### config.mk
export PLATFORM = sky130hd
export DESIGN_NAME = mdu
export DESIGN_NICKNAME = d
export VERILOG_FILES = /design/src/rtl/mdu.sv
export SDC_FILE = /design/constraint.sdc
export NUM_CORES = 1
export LEC_CHECK = 0
export CAP_MARGIN = 15
export CORE_ASPECT_RATIO = 1.2
export CORE_MARGIN = 4
export CORE_UTILIZATION = 30
export DETAILED_ROUTE_END_ITERATION = 8
export PLACE_DENSITY = 0.51
export RECOVER_POWER = 50
export SKIP_CTS_REPAIR_TIMING = 1
export SLEW_MARGIN = 10
export SYNTH_ARGS = -nofsm -noshare
export SYNTH_HDL_FRONTEND = slang
export SYNTH_SLANG_ARGS = --single-unit
### constraint.sdc
create_clock -name clk -period 7.6 [get_ports clk]
set_input_delay 1.52 -clock clk [delete_from_list [all_inputs] [get_ports clk]]
set_output_delay 1.52 -clock clk [all_outputs]
set_load 0.1 [all_outputs]
### src/rtl/mdu.sv
//------------------------------------------------------------------------------
// Module   : mdu
// Purpose  : Iterative multiply/divide unit for the EX stage. Executes
//            MULT/MULTU/DIV/DIVU in W+1 cycles (W iterations plus one
//            sign fix-up/commit cycle) and owns the architectural HI/LO
//            registers. MTHI/MTLO complete in a single cycle.
// Ports    : clk     - clock, all state changes on the rising edge
//            rst_n   - synchronous reset, active low
//            start   - request, sampled only while busy=0
//            mdu_op  - 0 NOP, 1 MULT, 2 MULTU, 3 DIV, 4 DIVU, 5 MTHI, 6 MTLO
//            op1     - rs value (multiplicand / dividend / MTHI-MTLO source)
//            op2     - rt value (multiplier / divisor)
//            cancel  - exception flush, aborts the in-flight operation
//            busy    - operation in progress
//            done    - one-cycle pulse after HI/LO commit by MULT*/DIV*
//            hi, lo  - architectural HI and LO registers
// Revision : 1.0 - initial release
//------------------------------------------------------------------------------
`timescale 1ns/1ps
`default_nettype none

module mdu #(
  parameter int W   = 32,
  parameter int OPW = 3
) (
  input  logic           clk,
  input  logic           rst_n,
  input  logic           start,
  input  logic [OPW-1:0] mdu_op,
  input  logic [W-1:0]   op1,
  input  logic [W-1:0]   op2,
  input  logic           cancel,
  output logic           busy,
  output logic           done,
  output logic [W-1:0]   hi,
  output logic [W-1:0]   lo
);

  localparam int CNTW = $clog2(W);

  localparam logic [OPW-1:0] OP_MULT  = OPW'(1);
  localparam logic [OPW-1:0] OP_MULTU = OPW'(2);
  localparam logic [OPW-1:0] OP_DIV   = OPW'(3);
  localparam logic [OPW-1:0] OP_DIVU  = OPW'(4);
  localparam logic [OPW-1:0] OP_MTHI  = OPW'(5);
  localparam logic [OPW-1:0] OP_MTLO  = OPW'(6);

  typedef enum logic [1:0] {
    S_IDLE = 2'd0,
    S_CALC = 2'd1,
    S_FIX  = 2'd2
  } state_t;

  state_t          state;
  logic [CNTW-1:0] cnt;
  logic            is_div;
  logic            neg_q;      // negate product / quotient in FIX
  logic            neg_r;      // negate remainder in FIX
  logic            div_zero;
  logic [W-1:0]    op1_orig;   // unmodified dividend for divide-by-zero HI
  logic [W-1:0]    opb;        // multiplicand or divisor magnitude
  logic [W-1:0]    acc_hi;     // product upper half / partial remainder
  logic [W-1:0]    acc_lo;     // multiplier bits / dividend bits -> quotient

  // Decode and operand magnitudes for the accepting edge.
  logic         is_muldiv;
  logic         is_divop;
  logic         signed_op;
  logic         a_neg;
  logic         b_neg;
  logic [W-1:0] mag_a;
  logic [W-1:0] mag_b;

  always_comb begin
    is_muldiv = (mdu_op == OP_MULT) || (mdu_op == OP_MULTU) ||
                (mdu_op == OP_DIV)  || (mdu_op == OP_DIVU);
    is_divop  = (mdu_op == OP_DIV) || (mdu_op == OP_DIVU);
    signed_op = (mdu_op == OP_MULT) || (mdu_op == OP_DIV);
    a_neg     = signed_op & op1[W-1];
    b_neg     = signed_op & op2[W-1];
    // The most negative value maps onto itself, which is the correct
    // unsigned magnitude 2^(W-1).
    mag_a     = a_neg ? (~op1 + 1'b1) : op1;
    mag_b     = b_neg ? (~op2 + 1'b1) : op2;
  end

  // One iteration of shift-add multiply or restoring divide.
  logic [W:0]   mul_sum;
  logic [W:0]   div_shift;
  logic [W:0]   div_diff;
  logic         div_ge;

  always_comb begin
    // Multiply: add multiplicand when the current multiplier LSB is set,
    // then shift the {carry, acc_hi, acc_lo} chain right by one.
    mul_sum   = {1'b0, acc_hi} + (acc_lo[0] ? {1'b0, opb} : {(W+1){1'b0}});
    // Divide: bring the next dividend bit into the partial remainder and
    // trial-subtract; a non-negative result means the quotient bit is 1.
    div_shift = {acc_hi, acc_lo[W-1]};
    div_diff  = div_shift - {1'b0, opb};
    div_ge    = ~div_diff[W];
  end

  // Sign fix-up values applied at the commit edge.
  logic [2*W-1:0] prod;
  logic [2*W-1:0] prod_fix;
  logic [W-1:0]   quo_fix;
  logic [W-1:0]   rem_fix;

  always_comb begin
    prod     = {acc_hi, acc_lo};
    prod_fix = neg_q ? (~prod + 1'b1) : prod;
    quo_fix  = neg_q ? (~acc_lo + 1'b1) : acc_lo;
    rem_fix  = neg_r ? (~acc_hi + 1'b1) : acc_hi;
  end

  always_ff @(posedge clk) begin
    if (!rst_n) begin
      state    <= S_IDLE;
      cnt      <= '0;
      is_div   <= 1'b0;
      neg_q    <= 1'b0;
      neg_r    <= 1'b0;
      div_zero <= 1'b0;
      op1_orig <= '0;
      opb      <= '0;
      acc_hi   <= '0;
      acc_lo   <= '0;
      hi       <= '0;
      lo       <= '0;
      busy     <= 1'b0;
      done     <= 1'b0;
    end else begin
      done <= 1'b0;
      case (state)
        S_IDLE: begin
          // cancel suppresses every request, including MTHI/MTLO.
          if (start && !cancel) begin
            if (is_muldiv) begin
              state    <= S_CALC;
              busy     <= 1'b1;
              cnt      <= CNTW'(W-1);
              is_div   <= is_divop;
              neg_q    <= a_neg ^ b_neg;
              neg_r    <= a_neg;
              div_zero <= is_divop && (op2 == '0);
              op1_orig <= op1;
              // Multiplication is commutative, so op1 serves as the
              // multiplier for MULT* and as the dividend for DIV*.
              opb      <= mag_b;
              acc_hi   <= '0;
              acc_lo   <= mag_a;
            end else if (mdu_op == OP_MTHI) begin
              hi <= op1;
            end else if (mdu_op == OP_MTLO) begin
              lo <= op1;
            end
          end
        end

        S_CALC: begin
          if (cancel) begin
            state <= S_IDLE;
            busy  <= 1'b0;
          end else begin
            if (is_div) begin
              acc_hi <= div_ge ? div_diff[W-1:0] : div_shift[W-1:0];
              acc_lo <= {acc_lo[W-2:0], div_ge};
            end else begin
              acc_hi <= mul_sum[W:1];
              acc_lo <= {mul_sum[0], acc_lo[W-1:1]};
            end
            if (cnt == '0) begin
              state <= S_FIX;
            end else begin
              cnt <= cnt - 1'b1;
            end
          end
        end

        S_FIX: begin
          state <= S_IDLE;
          busy  <= 1'b0;
          if (!cancel) begin
            done <= 1'b1;
            if (!is_div) begin
              {hi, lo} <= prod_fix;
            end else if (div_zero) begin
              hi <= op1_orig;
              lo <= {W{1'b1}};
            end else begin
              hi <= rem_fix;
              lo <= quo_fix;
            end
          end
        end

        default: begin
          state <= S_IDLE;
          busy  <= 1'b0;
        end
      endcase
    end
  end

endmodule

`default_nettype wire

== Word level (Yosys, flattened, before mapping) ==
Index checks and enable logic that the tools add are counted.
Word-level totals
  bits of input ports: 71
  flip-flop bits (word level): 205
  logic and storage cells: 118
Cells by class
  mux-type cells: 47
  reductions and logical operators: 21
  add/subtract/negate cells: 8
  bitwise logic cells: 9
  eq/ne operators: 19
Operator list (count)
  $mux W32: 27
  $pmux W32 S2: 4
  $add A32 B1 Y32 const B: 4
  $not A32 Y32: 4
  $add A64 B1 Y64 const B: 1
  $mux W64: 1
  $not A64 Y64: 1
  $add A32 B32 Y33: 1
  $sub A33 B32 Y33: 1
  $logic_not A32 Y1: 1
  $mux W5: 4
  $ne A2 B2 Y1 const B: 10
  $pmux W5 S2: 1
  $reduce_and A5 Y1: 2
  $eq A3 B3 Y1 const B: 3
  $reduce_and A3 Y1: 3
  $mux W2: 4
  $eq A3 B2 Y1 const B: 2
  $reduce_and A6 Y1: 1
  $logic_not A5 Y1: 1
  $logic_or A1 B1 Y1: 5
  $sub A5 B1 Y5 const B: 1
  $mux W1: 4
  $pmux W2 S2: 1
  14 further kinds: 17

== Logic depth before layout (Yosys ltp) ==
  word-level depth: 7
  depth in mapped cells: 14
  mapped depth without buffers: 13

== Worst setup path before layout ==
Ideal clock, no wire load.
  path type: input -> register
  from: in op1[2]
  to: reg acc_lo[28]
  path buffers: 1
  arrival: 3.587 ns
  path slack: 3.885 ns
  setup time: 0.128 ns
  cell stages on the path: 10
  cells stage by stage: clkbuf_1 or4_1 nor3_1 and3_1 nand3b_1 o31ai_1 xor2_1 a211oi_1 a21oi_1 nor2_1
On the way
  longest elaborated chain between the ends: 6
RTL lines
  start: declaration: RTL line 30  | input logic [W-1:0] op1,
  $not A32 Y32: RTL line 83  | mag_a = a_neg ? (~op1 + 1'b1) : op1;
  $add A32 B1 Y32: RTL line 83
  $mux W32: RTL line 83
  $mux W32: RTL line 139  | if (is_muldiv) begin
  $mux W32: RTL line 138  | if (start && !cancel) begin
  $pmux W32 S2: RTL line 135  | case (state)
  end signal: assignment: RTL line 152  | acc_lo <= mag_a;
  end signal: assignment: RTL line 168  | acc_lo <= {acc_lo[W-2:0], div_ge};
  end signal: assignment: RTL line 171  | acc_lo <= {mul_sum[0], acc_lo[W-1:1]};
  end: declaration: RTL line 63  | logic [W-1:0] acc_lo;
Every way passes these cells. The select of a mux whose other input is x is not followed.
A chain may end at the register's enable or synchronous reset.

== Worst setup path after layout ==
  from: reg acc_lo[0]
  to: reg hi[26]
On the way
  longest elaborated chain between the ends: 6
RTL lines
  $not A64 Y64: RTL line 112  | prod_fix = neg_q ? (~prod + 1'b1) : prod;
  $add A64 B1 Y64: RTL line 112
  $mux W64: RTL line 112
  $mux W32: RTL line 186  | if (!is_div) begin
  $mux W32: RTL line 184  | if (!cancel) begin
  $pmux W32 S2: RTL line 135
  end signal: assignment: RTL line 187  | {hi, lo} <= prod_fix;
  end signal: assignment: RTL line 189  | hi <= op1_orig;
  end signal: assignment: RTL line 192  | hi <= rem_fix;
  end: declaration: RTL line 35  | output logic [W-1:0] hi,
Every way passes these cells. The select of a mux whose other input is x is not followed.

==> metrics <==
fraction of registers with async set/reset=0; row cnt=between 90 and 100; 1st-pass router iterations=5; VDD IR max=0.000143 V; initial antenna violation count=0; Slowest-stage cell, CP=nor4_1; setup slack at placement=between 2 and 3 ns; number of global-route vias before repair=15600; die area=roughly 58000 µm²; CTS Root Buffer Type=clkbuf_16; CTS Buf Count=26; first-pass GRT wire length=about 90000 µm; status=complete, but fails checks; Die X=roughly 220 µm; Crit. End Element=flop; # diodes=0; Worst Path Required=8.08 ns; mean post-synth cell area=roughly 7.3 µm²; RSZ-0062 raised after global routing=false; Cell Area, Placed=18100 µm²; CP max FO=31; PwrDens=169 nW/µm²; slack of the critical path=1.79 ns; PortBufs=136; relative slew slack=-0.283; FF/Latch Area=4110 µm²; number of synthesized register bits=between 200 and 250; share of the synthesized area in the top cell type=0.252; Detailed Route WL=roughly 58000 µm; R2R depth=12; area of the multi-input gates=around 11000 µm²; instance count of the mapped netlist=approximately 2200; Final Hold Fails=0; Warnings, synthesis=0; Post-Syn Nets=between 2000 and 2500; final setup fails=0; leading area contributor after synthesis=dfxtp_1; Pleak=7.05 nW; number of enable flip-flop cells after synthesis=0; Starting Density=0.303; Final Max Tran Viols=74; Placer Congestion=about 0.90; Clock Skew=about 0.015 ns; All-Layer GR Usage=0.191; worst endpoint data arrival time=approximately 6.3 ns; min Tclk post-route=approximately 5.8 ns; Layout fillers=between 5000 and 6000; share of layout cells above drive strength 1=0.0471; CTS tree=done; worst skew pair latency=approximately 0.56 ns; Clock H-tree levels=1; Unique masters post-synth=between 70 and 80; Nets=2376; 1st-iter DRT viols=between 1000 and 1500; Slew @ Worst Pin=about 1.9 ns; Critical Path Source=acc_lo[0]; DRT antenna net count=0; # DRC=0; Clock transition at path regs=about 0.06 ns; largest net degree at the start of global routing=78; CP most frequent cell=a21oi_1; Achievable Freq=approximately 170 MHz; largest stage delay on the critical path=around 1.2 ns; Remaining Overflow, GRT=0; r2r startpoint=acc_lo[0]; Area Overhead vs Synth=16.4%; crit path kind=reg -> reg; maxcap violations=2; drt wl/cell=19.7 µm; Area contributors post-synth=dfxtp_1 25%, a21oi_1 8.0%, xnor2_1 7.4%; Synth Cell Area=around 16000 µm²; DP HPWL=between 40000 and 50000 µm; Vias=approximately 16000; Main synth FF type=dfxtp_1; R2R Path End=hi[26]; # IOs=approximately 140; Critical Path End=hi[26]; HP Class=reg -> reg; top cells by count, synth=262 x a21oi_1, 229 x nand2_1, 210 x nor2_1, 205 x dfxtp_1, 156 x clkbuf_1; fin crit share=0.765; Vias per Instance=5.48; Die Span Y=around 260 µm; CP Cell Sequence=inv_1, clkbuf_1, ha_1, nand2b_1, nor4_1, nand4_1, o41ai_1, xnor2_1, nor2_1, a211oi_1, a21oi_1, a21oi_1; Final Instance Area=roughly 19000 µm²; top-count cell post-synth=a21oi_1; Max Buffers Root-to-Sink=3; TritonCTS sink count=~210; worst reg-to-reg setup slack=between 1.5 and 2 ns; setup TNS=0 ns; core outline area=approximately 54000 µm²; sequential area share after synthesis=0.252; failing checks=capacitance limit, slew limit; startpoint types=flop
## report_power, final
| part | switching (mW) | internal (mW) |
|---|---|---|
| Combinational | 0.496 | 0.245 |
| Clock | 0.504 | 0.786 |
| Sequential | 0.0439 | 1.12 |
## cell type report
cell class	count	area share
multi-input combinational	1762	0.592
sequential	205	0.217
timing repair buffer	162	0.0816
tap	712	0.0469
clock buffer	42	0.0444
inverter	76	0.0152
clock inverter	5	0.00303
## worst max-delay path, delay by kind of cell (launching register included)
family | cells | cell delay, ns
flops | 1 | 0.42
xor+xnor | 1 | 0.18
fa+ha+maj | 1 | 0.34
simple gates | 4 | 2.25
buf+inv | 2 | 1.25
compound gates | 4 | 1.30
## layer usage
layer | up-vias | wire length [µm] | global-route usage
met1 | 7668 | 26200 | 0.249
met3 | 94 | 2460 | 0.0178
met2 | 458 | 28000 | 0.334
met5 | - | 0 | 0
li1 | 8029 | - | -
met4 | 0 | 1830 | 0.0587
## layout by cell type (no fill, tap or decap), types with 69 or more instances in the layout
master	instances
o21ai_0	130
xnor2_1	138
nand2_1	229
nor2_1	207
a211oi_1	83
ha_1	70
inv_1	75
a21oi_1	261
dfxtp_1	202
clkdlybuf4s50_1	69
## cells by family after synthesis
kind of cell,after synthesis,synth area share
AND/OR/NAND/NOR,689,0.199
XOR/XNOR,196,0.105
buffers and inverters,255,0.0600
flip-flops,205,0.252
multiplexers,70,0.0432
AO/OA/AOI/OAI,735,0.285
adder cells (fa/ha/maj),72,0.0562
## stage by stage
step,instances,util,hold WS (ns),power [mW]
after floorplan,2222,-,0.431,1.69
after global placement,2917,0.337,0.444,1.93
after detailed placement,2917,0.337,0.443,1.94
after CTS,2964,0.354,0.451,3.24
after global routing,2964,0.353,0.464,3.34
final,2964,0.353,0.447,3.20
## flip-flops by register name (all words and copies together), names as in the netlist, 2 cells and up
signal / cells
state: 2
acc_hi: 32
lo: 32
acc_lo: 32
hi: 32
op1_orig: 32
cnt: 5
opb: 32
## how the worst min path moves through the flow
stage                  endpoint  depth (start not counted)        start  slack, ns
floorplan           op1_orig[9]                          2  op1_orig[9]       0.43
global placement         lo[23]                          2       lo[23]       0.44
detailed placement        lo[3]                          2        lo[3]       0.44
CTS                       lo[3]                          2        lo[3]       0.45
global route              lo[3]                          2        lo[3]       0.46
finish                   lo[24]                          2       lo[24]       0.45
No activity file was read; power rests on OpenSTA's default activity.
